## src/rtl/pc_next_unit_pkg.sv

```systemverilog
// Shared constants and types for the next-PC unit.
package pc_next_unit_pkg;

  localparam int unsigned XLEN_DEFAULT       = 32;
  localparam int unsigned OFF_W_DEFAULT      = 16;
  localparam int unsigned INC_DEFAULT        = 4;
  localparam logic [31:0] RESET_PC_DEFAULT   = 32'h0000_0000;
  localparam logic [31:0] EXC_VECTOR_DEFAULT = 32'h0000_0080;

  // Source the PC register loads from on the next edge.
  typedef enum logic [1:0] {
    SEL_INC,
    SEL_HOLD,
    SEL_REDIR,
    SEL_PEND
  } next_sel_e;

  // Instruction fetch addresses must be word aligned.
  function automatic logic is_misaligned(input logic [1:0] lsbs);
    return lsbs != 2'b00;
  endfunction

endpackage

```

## src/rtl/pc_next_unit_if.sv

```systemverilog
// Request/response bundle between hazard unit / EX stage and the next-PC unit.
interface pc_next_unit_if
  import pc_next_unit_pkg::*;
#(
  parameter int unsigned XLEN  = XLEN_DEFAULT,
  parameter int unsigned OFF_W = OFF_W_DEFAULT
);

  logic             stall;
  logic             br_taken;
  logic [XLEN-1:0]  br_base;
  logic [OFF_W-1:0] br_offset;
  logic             jmp_valid;
  logic [XLEN-1:0]  jmp_target;
  logic             exc_valid;
  logic [XLEN-1:0]  pc;
  logic [XLEN-1:0]  pc_plus_inc;
  logic             flush;
  logic             addr_err;
  logic             pend_valid;

  // Requester side: hazard unit and EX stage.
  modport master (
    output stall, br_taken, br_base, br_offset, jmp_valid, jmp_target, exc_valid,
    input  pc, pc_plus_inc, flush, addr_err, pend_valid
  );

  // The next-PC unit itself.
  modport slave (
    input  stall, br_taken, br_base, br_offset, jmp_valid, jmp_target, exc_valid,
    output pc, pc_plus_inc, flush, addr_err, pend_valid
  );

endinterface

```

## src/rtl/pc_target_calc.sv

```systemverilog
// Redirect target computation: branch adder, priority mux and alignment check.
module pc_target_calc
  import pc_next_unit_pkg::*;
#(
  parameter int unsigned     XLEN       = XLEN_DEFAULT,
  parameter int unsigned     OFF_W      = OFF_W_DEFAULT,
  parameter logic [XLEN-1:0] EXC_VECTOR = XLEN'(EXC_VECTOR_DEFAULT)
) (
  input  logic             exc_valid_i,
  input  logic             br_taken_i,
  input  logic [XLEN-1:0]  br_base_i,
  input  logic [OFF_W-1:0] br_offset_i,
  input  logic             jmp_valid_i,
  input  logic [XLEN-1:0]  jmp_target_i,
  output logic             req_o,
  output logic             req_exc_o,
  output logic [XLEN-1:0]  target_o,
  output logic             misalign_o
);

  logic [XLEN-1:0] off_ext;
  logic [XLEN-1:0] br_target;
  logic [XLEN-1:0] raw_target;

  // Pick the highest-priority request and vector misaligned branch/jump targets.
  always_comb begin
    off_ext    = XLEN'($signed(br_offset_i));
    br_target  = br_base_i + (off_ext << 2);
    req_o      = exc_valid_i | br_taken_i | jmp_valid_i;
    req_exc_o  = exc_valid_i;
    raw_target = '0;
    if (exc_valid_i) begin
      raw_target = EXC_VECTOR;
    end else if (br_taken_i) begin
      raw_target = br_target;
    end else if (jmp_valid_i) begin
      raw_target = jmp_target_i;
    end
    // Exception vector is trusted; only branch/jump targets are checked.
    misalign_o = !exc_valid_i && (br_taken_i || jmp_valid_i) && is_misaligned(raw_target[1:0]);
    target_o   = misalign_o ? EXC_VECTOR : raw_target;
  end

endmodule

```

## src/rtl/pc_next_unit.sv

```systemverilog
// Fetch PC register with next-PC selection and stall-buffered redirects.
module pc_next_unit
  import pc_next_unit_pkg::*;
#(
  parameter int unsigned     XLEN       = XLEN_DEFAULT,
  parameter int unsigned     OFF_W      = OFF_W_DEFAULT,
  parameter int unsigned     INC        = INC_DEFAULT,
  parameter logic [XLEN-1:0] RESET_PC   = XLEN'(RESET_PC_DEFAULT),
  parameter logic [XLEN-1:0] EXC_VECTOR = XLEN'(EXC_VECTOR_DEFAULT)
) (
  input logic           clk,
  input logic           rst,
  pc_next_unit_if.slave bus
);

  logic            req;
  logic            req_exc;
  logic [XLEN-1:0] req_target;
  logic            req_misalign;

  logic [XLEN-1:0] pc_q, pc_d;
  logic [XLEN-1:0] pend_pc_q, pend_pc_d;
  logic            pend_valid_q, pend_valid_d;
  logic            pend_err_q, pend_err_d;
  logic            pend_exc_q, pend_exc_d;
  logic            flush_q, flush_d;
  logic            addr_err_q, addr_err_d;
  next_sel_e       sel;

  pc_target_calc #(
    .XLEN       (XLEN),
    .OFF_W      (OFF_W),
    .EXC_VECTOR (EXC_VECTOR)
  ) u_target_calc (
    .exc_valid_i  (bus.exc_valid),
    .br_taken_i   (bus.br_taken),
    .br_base_i    (bus.br_base),
    .br_offset_i  (bus.br_offset),
    .jmp_valid_i  (bus.jmp_valid),
    .jmp_target_i (bus.jmp_target),
    .req_o        (req),
    .req_exc_o    (req_exc),
    .target_o     (req_target),
    .misalign_o   (req_misalign)
  );

  // Choose the next-PC source and update the pending-redirect buffer.
  always_comb begin
    pc_d         = pc_q;
    pend_pc_d    = pend_pc_q;
    pend_valid_d = pend_valid_q;
    pend_err_d   = pend_err_q;
    pend_exc_d   = pend_exc_q;
    flush_d      = 1'b0;
    addr_err_d   = 1'b0;

    if (req && !bus.stall) begin
      sel = SEL_REDIR;
    end else if (req || bus.stall) begin
      sel = SEL_HOLD;
    end else if (pend_valid_q) begin
      sel = SEL_PEND;
    end else begin
      sel = SEL_INC;
    end

    unique case (sel)
      SEL_REDIR: begin
        pc_d         = req_target;
        flush_d      = 1'b1;
        addr_err_d   = req_misalign;
        pend_valid_d = 1'b0;
      end
      SEL_PEND: begin
        pc_d         = pend_pc_q;
        flush_d      = 1'b1;
        addr_err_d   = pend_err_q;
        pend_valid_d = 1'b0;
      end
      SEL_HOLD: begin
        // A buffered exception must not be displaced by a later branch/jump.
        if (req && (req_exc || !(pend_valid_q && pend_exc_q))) begin
          pend_pc_d    = req_target;
          pend_valid_d = 1'b1;
          pend_err_d   = req_misalign;
          pend_exc_d   = req_exc;
        end
      end
      SEL_INC: begin
        pc_d = pc_q + XLEN'(INC);
      end
      default: begin
        pc_d = pc_q;
      end
    endcase
  end

  // State and registered pulse outputs.
  always_ff @(posedge clk or posedge rst) begin
    if (rst) begin
      pc_q         <= RESET_PC;
      pend_pc_q    <= '0;
      pend_valid_q <= 1'b0;
      pend_err_q   <= 1'b0;
      pend_exc_q   <= 1'b0;
      flush_q      <= 1'b0;
      addr_err_q   <= 1'b0;
    end else begin
      pc_q         <= pc_d;
      pend_pc_q    <= pend_pc_d;
      pend_valid_q <= pend_valid_d;
      pend_err_q   <= pend_err_d;
      pend_exc_q   <= pend_exc_d;
      flush_q      <= flush_d;
      addr_err_q   <= addr_err_d;
    end
  end

  assign bus.pc          = pc_q;
  assign bus.pc_plus_inc = pc_q + XLEN'(INC);
  assign bus.flush       = flush_q;
  assign bus.addr_err    = addr_err_q;
  assign bus.pend_valid  = pend_valid_q;

endmodule

```

## src/flat_wrapper.sv

```systemverilog
// flat-port wrapper written by rule: the top's interface ports become plain ports
module pc_next_unit_flat import pc_next_unit_pkg::*;
#(
  parameter int unsigned     XLEN       = XLEN_DEFAULT,
  parameter int unsigned     OFF_W      = OFF_W_DEFAULT,
  parameter int unsigned     INC        = INC_DEFAULT,
  parameter logic [XLEN-1:0] RESET_PC   = XLEN'(RESET_PC_DEFAULT),
  parameter logic [XLEN-1:0] EXC_VECTOR = XLEN'(EXC_VECTOR_DEFAULT)
)
  (clk, rst, bus_stall, bus_br_taken, bus_br_base, bus_br_offset, bus_jmp_valid, bus_jmp_target, bus_exc_valid, bus_pc, bus_pc_plus_inc, bus_flush, bus_addr_err, bus_pend_valid);
  pc_next_unit_if #(.XLEN(XLEN), .OFF_W(OFF_W)) bus_i ();
  input logic clk;
  input logic rst;
  input wire logic [$bits(bus_i.stall)-1:0] bus_stall;
  input wire logic [$bits(bus_i.br_taken)-1:0] bus_br_taken;
  input wire logic [$bits(bus_i.br_base)-1:0] bus_br_base;
  input wire logic [$bits(bus_i.br_offset)-1:0] bus_br_offset;
  input wire logic [$bits(bus_i.jmp_valid)-1:0] bus_jmp_valid;
  input wire logic [$bits(bus_i.jmp_target)-1:0] bus_jmp_target;
  input wire logic [$bits(bus_i.exc_valid)-1:0] bus_exc_valid;
  output wire logic [$bits(bus_i.pc)-1:0] bus_pc;
  output wire logic [$bits(bus_i.pc_plus_inc)-1:0] bus_pc_plus_inc;
  output wire logic [$bits(bus_i.flush)-1:0] bus_flush;
  output wire logic [$bits(bus_i.addr_err)-1:0] bus_addr_err;
  output wire logic [$bits(bus_i.pend_valid)-1:0] bus_pend_valid;
  assign bus_i.stall = bus_stall;
  assign bus_i.br_taken = bus_br_taken;
  assign bus_i.br_base = bus_br_base;
  assign bus_i.br_offset = bus_br_offset;
  assign bus_i.jmp_valid = bus_jmp_valid;
  assign bus_i.jmp_target = bus_jmp_target;
  assign bus_i.exc_valid = bus_exc_valid;
  assign bus_pc = bus_i.pc;
  assign bus_pc_plus_inc = bus_i.pc_plus_inc;
  assign bus_flush = bus_i.flush;
  assign bus_addr_err = bus_i.addr_err;
  assign bus_pend_valid = bus_i.pend_valid;
  pc_next_unit #(.XLEN(XLEN), .OFF_W(OFF_W), .INC(INC), .RESET_PC(RESET_PC), .EXC_VECTOR(EXC_VECTOR)) u_core (.clk(clk), .rst(rst), .bus(bus_i));
endmodule
```

## config.mk

```make
export PLATFORM = sky130hd
export DESIGN_NAME = pc_next_unit_flat
export DESIGN_NICKNAME = d
export VERILOG_FILES = /design/src/rtl/pc_next_unit_pkg.sv /design/src/rtl/pc_next_unit_if.sv /design/src/rtl/pc_target_calc.sv /design/src/rtl/pc_next_unit.sv /design/src/flat_wrapper.sv
export SDC_FILE = /design/constraint.sdc
export NUM_CORES = 1
export LEC_CHECK = 0
export CAP_MARGIN = 25
export CORE_UTILIZATION = 36
export DETAILED_ROUTE_END_ITERATION = 8
export GPL_ROUTABILITY_DRIVEN = 0
export GPL_TIMING_DRIVEN = 0
export MAX_ROUTING_LAYER = met4
export PLACE_DENSITY = 0.59
export SLEW_MARGIN = 15
export SYNTH_ARGS = -nofsm -noshare
export SYNTH_HDL_FRONTEND = slang
export SYNTH_SLANG_ARGS = --single-unit
```

## constraint.sdc

```tcl
create_clock -name clk -period 4 [get_ports clk]
set_input_delay 0.8 -clock clk [delete_from_list [all_inputs] [get_ports clk]]
set_output_delay 0.8 -clock clk [all_outputs]
set_load 0.02 [all_outputs]
```

* Word level (Yosys, flattened, before mapping)
Index checks and enable logic that the tools add are counted.
** Operators by class
- $add $sub $neg :: 2
- Equality and inequality tests :: 4
- Multiplexer cells :: 12
- Bitwise logic cells :: 2
- Reductions and logical operators :: 18
** Operators with widths (number)
- $mux 32 :: 4
- $pmux 32 s3 :: 1
- $add 32x3->32 const B :: 1
- $add 32x32->32 :: 1
- $mux 2 :: 3
- $logic_and 1x1->1 :: 5
- $eq 2x2->1 const B :: 2
- $pmux 1 s2 :: 2
- $reduce_and 2->1 :: 2
- $reduce_bool 2->1 :: 2
- $logic_not 1->1 :: 3
- $logic_or 1x1->1 :: 3
- $reduce_bool 3->1 :: 1
- $eq 2x1->1 const B :: 1
- $logic_not 2->1 :: 1
- $mux 1 :: 2
- $ne 2x1->1 const B :: 1
- $or 1x1->1 :: 2
- $reduce_or 2->1 :: 1
** Storage, ports and cells
- Flip-flop bits (word level) :: 69
- Logic and storage cells :: 45

* Depth between registers and ports, before layout
Gate-level depths: netlist of run 1.
- Depth after elaboration :: 9
- Mapped depth :: 14

* Hierarchy
A second synthesis of run 1 with hierarchy kept.
** Second synthesis, totals
- Cell total of the unflattened synthesis :: 749
- Area total of the unflattened synthesis :: 6352.3 µm²
** Modules (own cells, without submodules)
- pc_next_unit :: instances 1, cells each 428, area each 4177.8 µm²
- pc_target_calc :: instances 1, cells each 321, area each 2174.6 µm²

* Least setup slack after synthesis of run 1
No wires, ideal clock.
- Path kind :: input-to-reg
- Start point :: input port bus_br_taken
- End point :: register u_core.pc_q[24] (netlist: u_core.bus.pc[24])
- Library setup time :: 90 ps
- Arrival :: 3272 ps
- Data required time :: 3910 ps
- Setup slack :: 637 ps
- Stages on the path :: 11
- Cells stage by stage :: buf_2 > buf_1 > buf_1 > nor3_1 > a21oi_1 > ha_1 > nor2b_1 > clkbuf_1 > buf_1 > a22oi_1 > o221ai_1
** Between the ends
- Cells in the longest elaborated chain, start to end :: 7
- Elaborated cells on any way between the ends :: 18
- Those cells by class :: eq/ne: 2; mux: 6; bitwise: 2; reduce/logical: 8
** Ends and longest elaborated chain
- from (decl) :: RTL line flat_wrapper.sv:15 : input wire logic [$bits(bus_i.br_taken)-1:0] bus_br_taken;
- $or 1x1->1 (2 in a row) :: RTL line pc_target_calc.sv:29 : req_o = exc_valid_i | br_taken_i | jmp_valid_i;
- $logic_or 1x1->1 :: RTL line pc_next_unit.sv:59 : end else if (req || bus.stall) begin
- $mux 2 :: RTL line pc_next_unit.sv:59
- $mux 2 :: RTL line pc_next_unit.sv:57 : if (req && !bus.stall) begin
- $eq 2x2->1 or $logic_not 2->1 (tied branches) :: RTL line pc_next_unit.sv:67 : unique case (sel)
- $pmux 32 s3 or $reduce_bool 3->1 (tied branches)
- to (signal assigned) :: RTL line pc_next_unit.sv:109 : pc_q <= pc_d;
- to (decl) :: RTL line pc_next_unit.sv:21 : logic [XLEN-1:0] pc_q, pc_d;
Several ways; a longest one is shown, not always the timed one.
A chain may end at the register's enable or synchronous reset.

* Worst setup path in the final report of run 1
- Start point :: register u_core.pc_q[4] (netlist: u_core.bus.pc[4])
- End point :: output port bus_pc_plus_inc[31]
** Between the ends
- Cells in the longest elaborated chain, start to end :: 1
** Ends and longest elaborated chain
- $add 32x3->32 :: RTL line pc_next_unit.sv:120 : assign bus.pc_plus_inc = pc_q + XLEN'(INC);
- to (decl) :: RTL line flat_wrapper.sv:22 : output wire logic [$bits(bus_i.pc_plus_inc)-1:0] bus_pc_plus_inc;
Every way passes these cells.

==> impl_metrics.toml, run 1 <==
[die]
fp.dieArea_um2 = 16600
rows = 46
ioPinCount = 153
core-area_um2 = 15800
initial_core_util_pct = 36.6
die_x_um = 129
die_y_um = 129

[power]
cellLeakagePower_nw = 3.35
ir_worst_vdd_v = 0.000167
pwr_density_cell_nw_per_um2 = 320

[grt]
groute.usage.overall_pct = 25.0
gr-total-overflow = 0
grt_max_degree = 52
grt_pass1_vias = 5667
grt_pass1_wl_mm = 30.8
antenna_found_initial = 0

[synth]
synth.distinct_cells = 79
synth_top_area_share_pct = 29.8
synthTopCellsByCount = "nand2_1 (72), dfrtp_1 (69), o21ai_0 (52)"
mappedNetlistArea_um2 = 5800
ys.flop_type = "dfrtp_1"
synthTopCellsByArea = "dfrtp_1 (30%), ha_1 (7.3%), xnor2_1 (5.3%)"
syn_nets = 794
yosysMostFrequentCell = "nand2_1"
ys_ff_latch = 69
synth_edf_count = 0
ys_seq_area_share_pct = 29.8
syn_avg_cell_area_um2 = 8.61
synthArstFlopShare_pct = 100
postSynthCellCount = 673
ys_warn_count = 0
yosysTopAreaCell = "dfrtp_1"

[clocking]
cts_buffers = 9
clk_latency_ns = 0.33
cts_tree = "done"
clock_sinks = 69
htree_num_levels = 3
path_clk_slew_ns = 0.06
cts-root-buf = "clkbuf_16"
cts_hold_buf = 0
clockBufferDepth = 2

[run]
maxCapViolCount = 0

[routing]
totalWireLength_mm = 19.7
drt_first_iter_violations = 378
wl_per_cell_um = 18.6
drc_errors = 0
firstDrtPassIters = 5
viasPerCell = 5.64
drt.antenna.violating_nets = 0
num_vias = 5952

[timing]
period_minus_slack_ns = 3.85
worst_slew_pin_slew_ns = 0.693
holdWs_ns = 0.483
fin_crit_sh_pct = 96.3
maxSlewViolCount = 0
setup_viol = 0
hold_viol_final = 0
fin_skew_ns = 0.00731
fmax_mhz = 260
slew_headroom_pct = 53.6
rsz0062_at_grt = "false"

[placement]
hpwl_mm = 15.7
portBuffers = 152
dpl_cell_area_um2 = 7620

[finish]
fill_cells = 1532
num_antenna_cells = 0
layout-drive-gt1-share_pct = 9.29
multiInputGateArea_um2 = 3830
final_area_um2 = 7950
area_delta_synth_final_pct = 37.1
nets = 956
seq_area_um2 = 1730

[worst_setup_path]
cp.arrival_ns = 3.05
worstSetupStartpointType = "flop"
r2r_slack_ns = 1.48
end_kind = "primary output"
crit_required_ns = 3.20
cp_max_fo = 6
criticalPathCategory = "reg2out"

[run_status]
outcome = "complete, no violations"

[min_path]
holdCritPathClass = "reg2reg"
==> cell type report <==
type	count	area share [%]
Multi-Input combinational cell	549	48.2
Sequential cell	69	21.7
Timing Repair Buffer	153	19.5
Tap cell	216	3.40
Clock buffer	11	3.06
Buffer	38	2.69
Inverter	15	0.787
Clock inverter	5	0.630
==> routing by layer <==
layer,vias to the layer above,track usage [%],wire [µm]
li1,2841,-,-
met1,2848,33.1,9050
met2,228,38.6,9020
met3,35,3.58,1160
met4,0,9.48,446
met5,-,-,0
==> final timing paths <==
path / from / endpoint / cells after the start
worst max-delay path: u_core.bus.pc[4]$_DFFE_PP0P_ / bus_pc_plus_inc[31] / 7
worst min-delay path: u_core.pend_pc_q[12]$_DFFE_PP0P_ / u_core.pend_pc_q[12]$_DFFE_PP0P_ / 2
worst max register to register: u_core.bus.pc[4]$_DFFE_PP0P_ / u_core.bus.pc[31]$_DFFE_PP0P_ / 8
worst min register to register: u_core.pend_pc_q[12]$_DFFE_PP0P_ / u_core.pend_pc_q[12]$_DFFE_PP0P_ / 2
max in group asynchronous: rst / u_core.bus.pc[27]$_DFFE_PP0P_ / 3
min in group asynchronous: rst / u_core.bus.pc[0]$_DFFE_PP0P_ / 2
==> per-stage QoR <==
step	worst slack, ns	utilization [%]	total power (W)	std cells	TNS, ns
floorplan	0.637	-	0.00135	673	0
global placement	-1.16	47.9	0.00172	1041	-44.05
detailed placement	-1.19	48.1	0.00174	1042	-45.71
CTS	0.0173	50.1	0.00253	1058	0
global route	0.00938	50.2	0.00265	1056	0
finish	0.147	50.2	0.00254	1056	0
==> where the power goes <==
part           switching [W]  total, W  internal, W
Sequential         0.0000670  0.000821     0.000754
Combinational       0.000507  0.000926     0.000419
Clock               0.000298  0.000793     0.000495
==> flip-flops by register name, summed over array words and instances, names as in the netlist <==
register / count
u_core.bus.addr_err: 1
u_core.bus.flush: 1
u_core.bus.pc: 32
u_core.bus.pend_valid: 1
u_core.pend_err_q: 1
u_core.pend_exc_q: 1
u_core.pend_pc_q: 32
==> critical path, cell delays in order (launching register included) <==
cell             delay, ns
dfrtp_1               0.46
and4_1                0.28
nand4_2               0.21
or2_4                 0.35
nor3_4                0.33
nand4_2               0.18
xnor2_2               0.24
clkdlybuf4s50_1       0.67
==> cell families after synthesis <==
logic type / Yosys count / synth area share [%]
compound gates: 242 / 28.9
fa+ha+maj: 35 / 7.68
mux: 19 / 3.35
flops: 69 / 29.8
xor+xnor: 47 / 7.49
simple gates: 206 / 18.3
buf+inv: 55 / 4.47
==> placed cells by master, fill, tap and decap left out, types with 9 or more instances in the layout <==
cell	netlist	final
mux2i_1	16	16
a21oi_1	45	45
nor3_1	9	9
a221oi_1	19	17
ha_1	34	34
nand2_1	72	72
xor2_1	9	9
o21a_1	10	10
dfrtp_1	69	69
clkdlybuf4s50_1	0	152
inv_1	13	12
nor2b_1	10	9
nor2_1	42	42
clkbuf_1	21	14
a21o_1	18	18
buf_2	9	9
nand3_1	18	18
xnor2_1	35	35
o21ai_0	52	52
clkbuf_16	0	9
a22oi_1	10	10
a31oi_1	9	9
==> what timing repair did <==
| item | in CTS | in global routing |
|---|---|---|
| buffers inserted | 0 | 0 |
| gates resized for setup | 8 | 12 |
| setup endpoints to repair | 65 | 43 |
| pin swaps | 0 | 1 |
Note: power is estimated with default switching activity, not from simulation.
==> run 2: changes to the inputs <==
- CTS_CLUSTER_SIZE: unset -> 10
==> results of run 2 <==
Final layout, timing and power as in run 1 (identical DEF).
==> run 3: changes to the inputs <==
- ABC_AREA: unset -> 1
- PLACE_DENSITY: 0.59 -> 0.57
==> run 3 against run 2 <==
  * Register-to-register slack lost 0.04 ns
  * Clock power increased by 3.3%
  * Worst hold slack got worse by 0.017 ns
  * Synthesized area up 19%
  * Die area is 19% higher
  * Sequential power increased by 6.6%
  * Setup slack improved by 0.29 ns
  * Largest cell class unchanged
==> impl_metrics.toml, run 3 <==
[run_status]
outcome = "complete, no violations"

[power]
power_w = 0.00277
ir_worst_vdd_v = 0.000178
seqPwrFrac_pct = 31.5
p_sw_w = 0.00101
sw_frac_of_total_pct = 36.5
internal_power_w = 0.00176
p_clk_share_pct = 29.5
cellLeakagePower_nw = 4.69
pwr_density_cell_nw_per_um2 = 306
power_frac_comb_pct = 39.0

[placement]
portBuffers = 152
hpwl_mm = 18.2
dp_slack_ns = -0.0903

[timing]
holdWs_ns = 0.466
fmax_mhz = 281
fin_skew_ns = 0.00506
maxSlewViolCount = 0
worst_slew_pin_slew_ns = 0.699
fin_crit_sh_pct = 89.1
rsz0062_at_grt = "false"
setup_slack_ns = 0.437
fin_tns_setup_ns = 0
hold_viol_final = 0
setup_viol = 0
slew_headroom_pct = 53.4
period_minus_slack_ns = 3.56

[die]
core-area_um2 = 18800
ioPinCount = 153
fp.dieArea_um2 = 19700
die_y_um = 140
die_x_um = 140
initial_core_util_pct = 36.8
rows = 50

[clocking]
clock_sinks = 69
cts-root-buf = "clkbuf_16"
path_clk_slew_ns = 0.06
cts_tree = "done"
htree_num_levels = 3
cts_buffers = 9
clockBufferDepth = 2
clk_latency_ns = 0.33
cts_hold_buf = 0

[worst_setup_path]
r2r_end = "u_core.bus.pc[2]$_DFFE_PP0P_"
crit_required_ns = 4.19
worstSetupStartpointType = "input port"
end_kind = "flop"
criticalPathCategory = "in2reg"
r2r_slack_ns = 1.44
r2r_start = "u_core.bus.pend_valid$_DFFE_PP0P_"
cp_max_fo = 10
cp.arrival_ns = 3.75
worstRegToRegCells = 11

[finish]
area_delta_synth_final_pct = 31.2
nets = 1406
final_common_cell = "nand2_1"
fin_util_pct = 48.2
final_cell_mix = "nand2_1 (363), inv_1 (176), clkdlybuf4s50_1 (152)"
num_antenna_cells = 0
layout-drive-gt1-share_pct = 7.67
fill_cells = 1975

[routing]
drt_first_iter_violations = 427
drc_errors = 0
totalWireLength_mm = 21.9
drt.antenna.violating_nets = 0
num_vias = 7289
firstDrtPassIters = 6
viasPerCell = 4.78
wl_per_cell_um = 14.4

[synth]
yosysTopAreaCell = "dfrtp_1"
synthTopCellsByArea = "dfrtp_1 (25%), nand2_1 (20%), inv_1 (9.6%)"
synth_edf_count = 0
yosysMostFrequentCell = "nand2_1"
ys_warn_count = 0
ys_ff_latch = 69
synth.distinct_cells = 51
syn_avg_cell_area_um2 = 6.15
postSynthCellCount = 1121
ys_seq_area_share_pct = 25.0
ys.flop_type = "dfrtp_1"
synthTopCellsByCount = "nand2_1 (363), inv_1 (177), nand3_1 (126)"
synthArstFlopShare_pct = 100
mappedNetlistArea_um2 = 6900
syn_nets = 1242
synth_top_area_share_pct = 25.0

[run]
maxCapViolCount = 0

[grt]
grt_pass1_vias = 6767
gr-total-overflow = 0
groute.usage.overall_pct = 23.4
grt_max_degree = 59
antenna_found_initial = 0
grt_pass1_wl_mm = 35.1

[min_path]
holdCritPathClass = "reg2reg"
hold_depth = 2
hold_path_end = "u_core.pend_pc_q[0]$_DFFE_PP0P_"
hold_start = "u_core.pend_pc_q[0]$_DFFE_PP0P_"
-- run 3: changes by cell type after synthesis, sizes merged, moves of 9 or more --
cell | previous run | this run
nor2b | 10 | 0
nand3 | 20 | 130
mux2i | 16 | 0
o21ai | 58 | 33
o21a | 10 | 1
nand2 | 72 | 371
inv | 13 | 183
a21o | 18 | 1
nor2 | 42 | 136
a221oi | 19 | 3
xnor2 | 38 | 4
clkbuf | 24 | 11
-- run 3: worst max-delay path, stage by stage --
cell,delay [ns]
clkdlybuf4s50_1,0.49
buf_6,0.19
nor3_1,0.19
inv_1,0.10
o21ai_1,0.30
inv_1,0.08
ha_1,0.27
buf_2,0.22
inv_2,0.12
nand2_1,0.25
inv_1,0.14
buf_2,0.23
a221oi_1,0.28
a22oi_1,0.10
-- run 3: worst max path at each step --
stage / from / depth (start not counted) / end
2_1_floorplan: bus_br_taken / 13 / u_core.bus.pc[2]$_DFFE_PP0P_
3_3_place_gp: bus_br_taken / 14 / u_core.bus.pc[2]$_DFFE_PP0P_
3_5_place_dp: bus_br_taken / 14 / u_core.bus.pc[2]$_DFFE_PP0P_
4_1_cts: bus_br_taken / 14 / u_core.bus.pc[2]$_DFFE_PP0P_
5_1_grt: bus_br_taken / 14 / u_core.bus.pc[4]$_DFFE_PP0P_
6_report: bus_br_taken / 14 / u_core.bus.pc[2]$_DFFE_PP0P_
-- run 3: layout make-up --
type                    count  area, µm²  area share, %
multi-input cells         839       4320           47.7
flip-flops and latches     69       1730           19.1
repair buffers            153       1550           17.1
inverters                 184        696           7.68
well taps                 234        293           3.23
clock buffers              12        267           2.94
plain buffers              29        160           1.77
clock inverters             4       45.0          0.497
-- run 3: cells by family (layout without fill, tap and decap cells) --
group / count (synthesis) / count (layout) / synth area share, %
compound gates: 113 / 113 / 9.87
xor+xnor: 20 / 20 / 3.19
fa+ha+maj: 35 / 35 / 6.46
buf+inv: 213 / 382 / 12.4
flops: 69 / 69 / 25.0
simple gates: 671 / 671 / 43.1
-- run 3: metrics by stage --
stage | instances | cell area (µm²)
final | 1524 | 9050
after global routing | 1524 | 9050
after CTS | 1524 | 9050
after detailed placement | 1508 | 8740
after global placement | 1507 | 8710
after floorplan | 1121 | 6900
-- run 3: power by group through the flow --
stage | Sequential [W] | Clock [W] | Combinational, W
CTS | 0.000874 | 0.000828 | 0.00108
global route | 0.000888 | 0.000857 | 0.00120
floorplan | 0.000916 | 0 | 0.000599
finish | 0.000875 | 0.000819 | 0.00108
detailed placement | 0.000886 | 0 | 0.00108
global placement | 0.000884 | 0 | 0.00107
-- run 3: repair_timing --
| item | 4_1_cts | 5_1_grt |
|---|---|---|
| buffers inserted | 0 | 0 |
| endpoints found under the setup margin | 0 | 5 |
| gates resized for setup | 0 | 1 |
-- run 3: routing by layer --
metal / GRT usage (%) / routed length, µm / vias up
met2: 37.3 / 9970 / 206
li1: - / - / 3845
met4: 8.79 / 646 / 0
met5: - / 0 / -
met1: 31.3 / 10400 / 3197
met3: 1.40 / 857 / 41
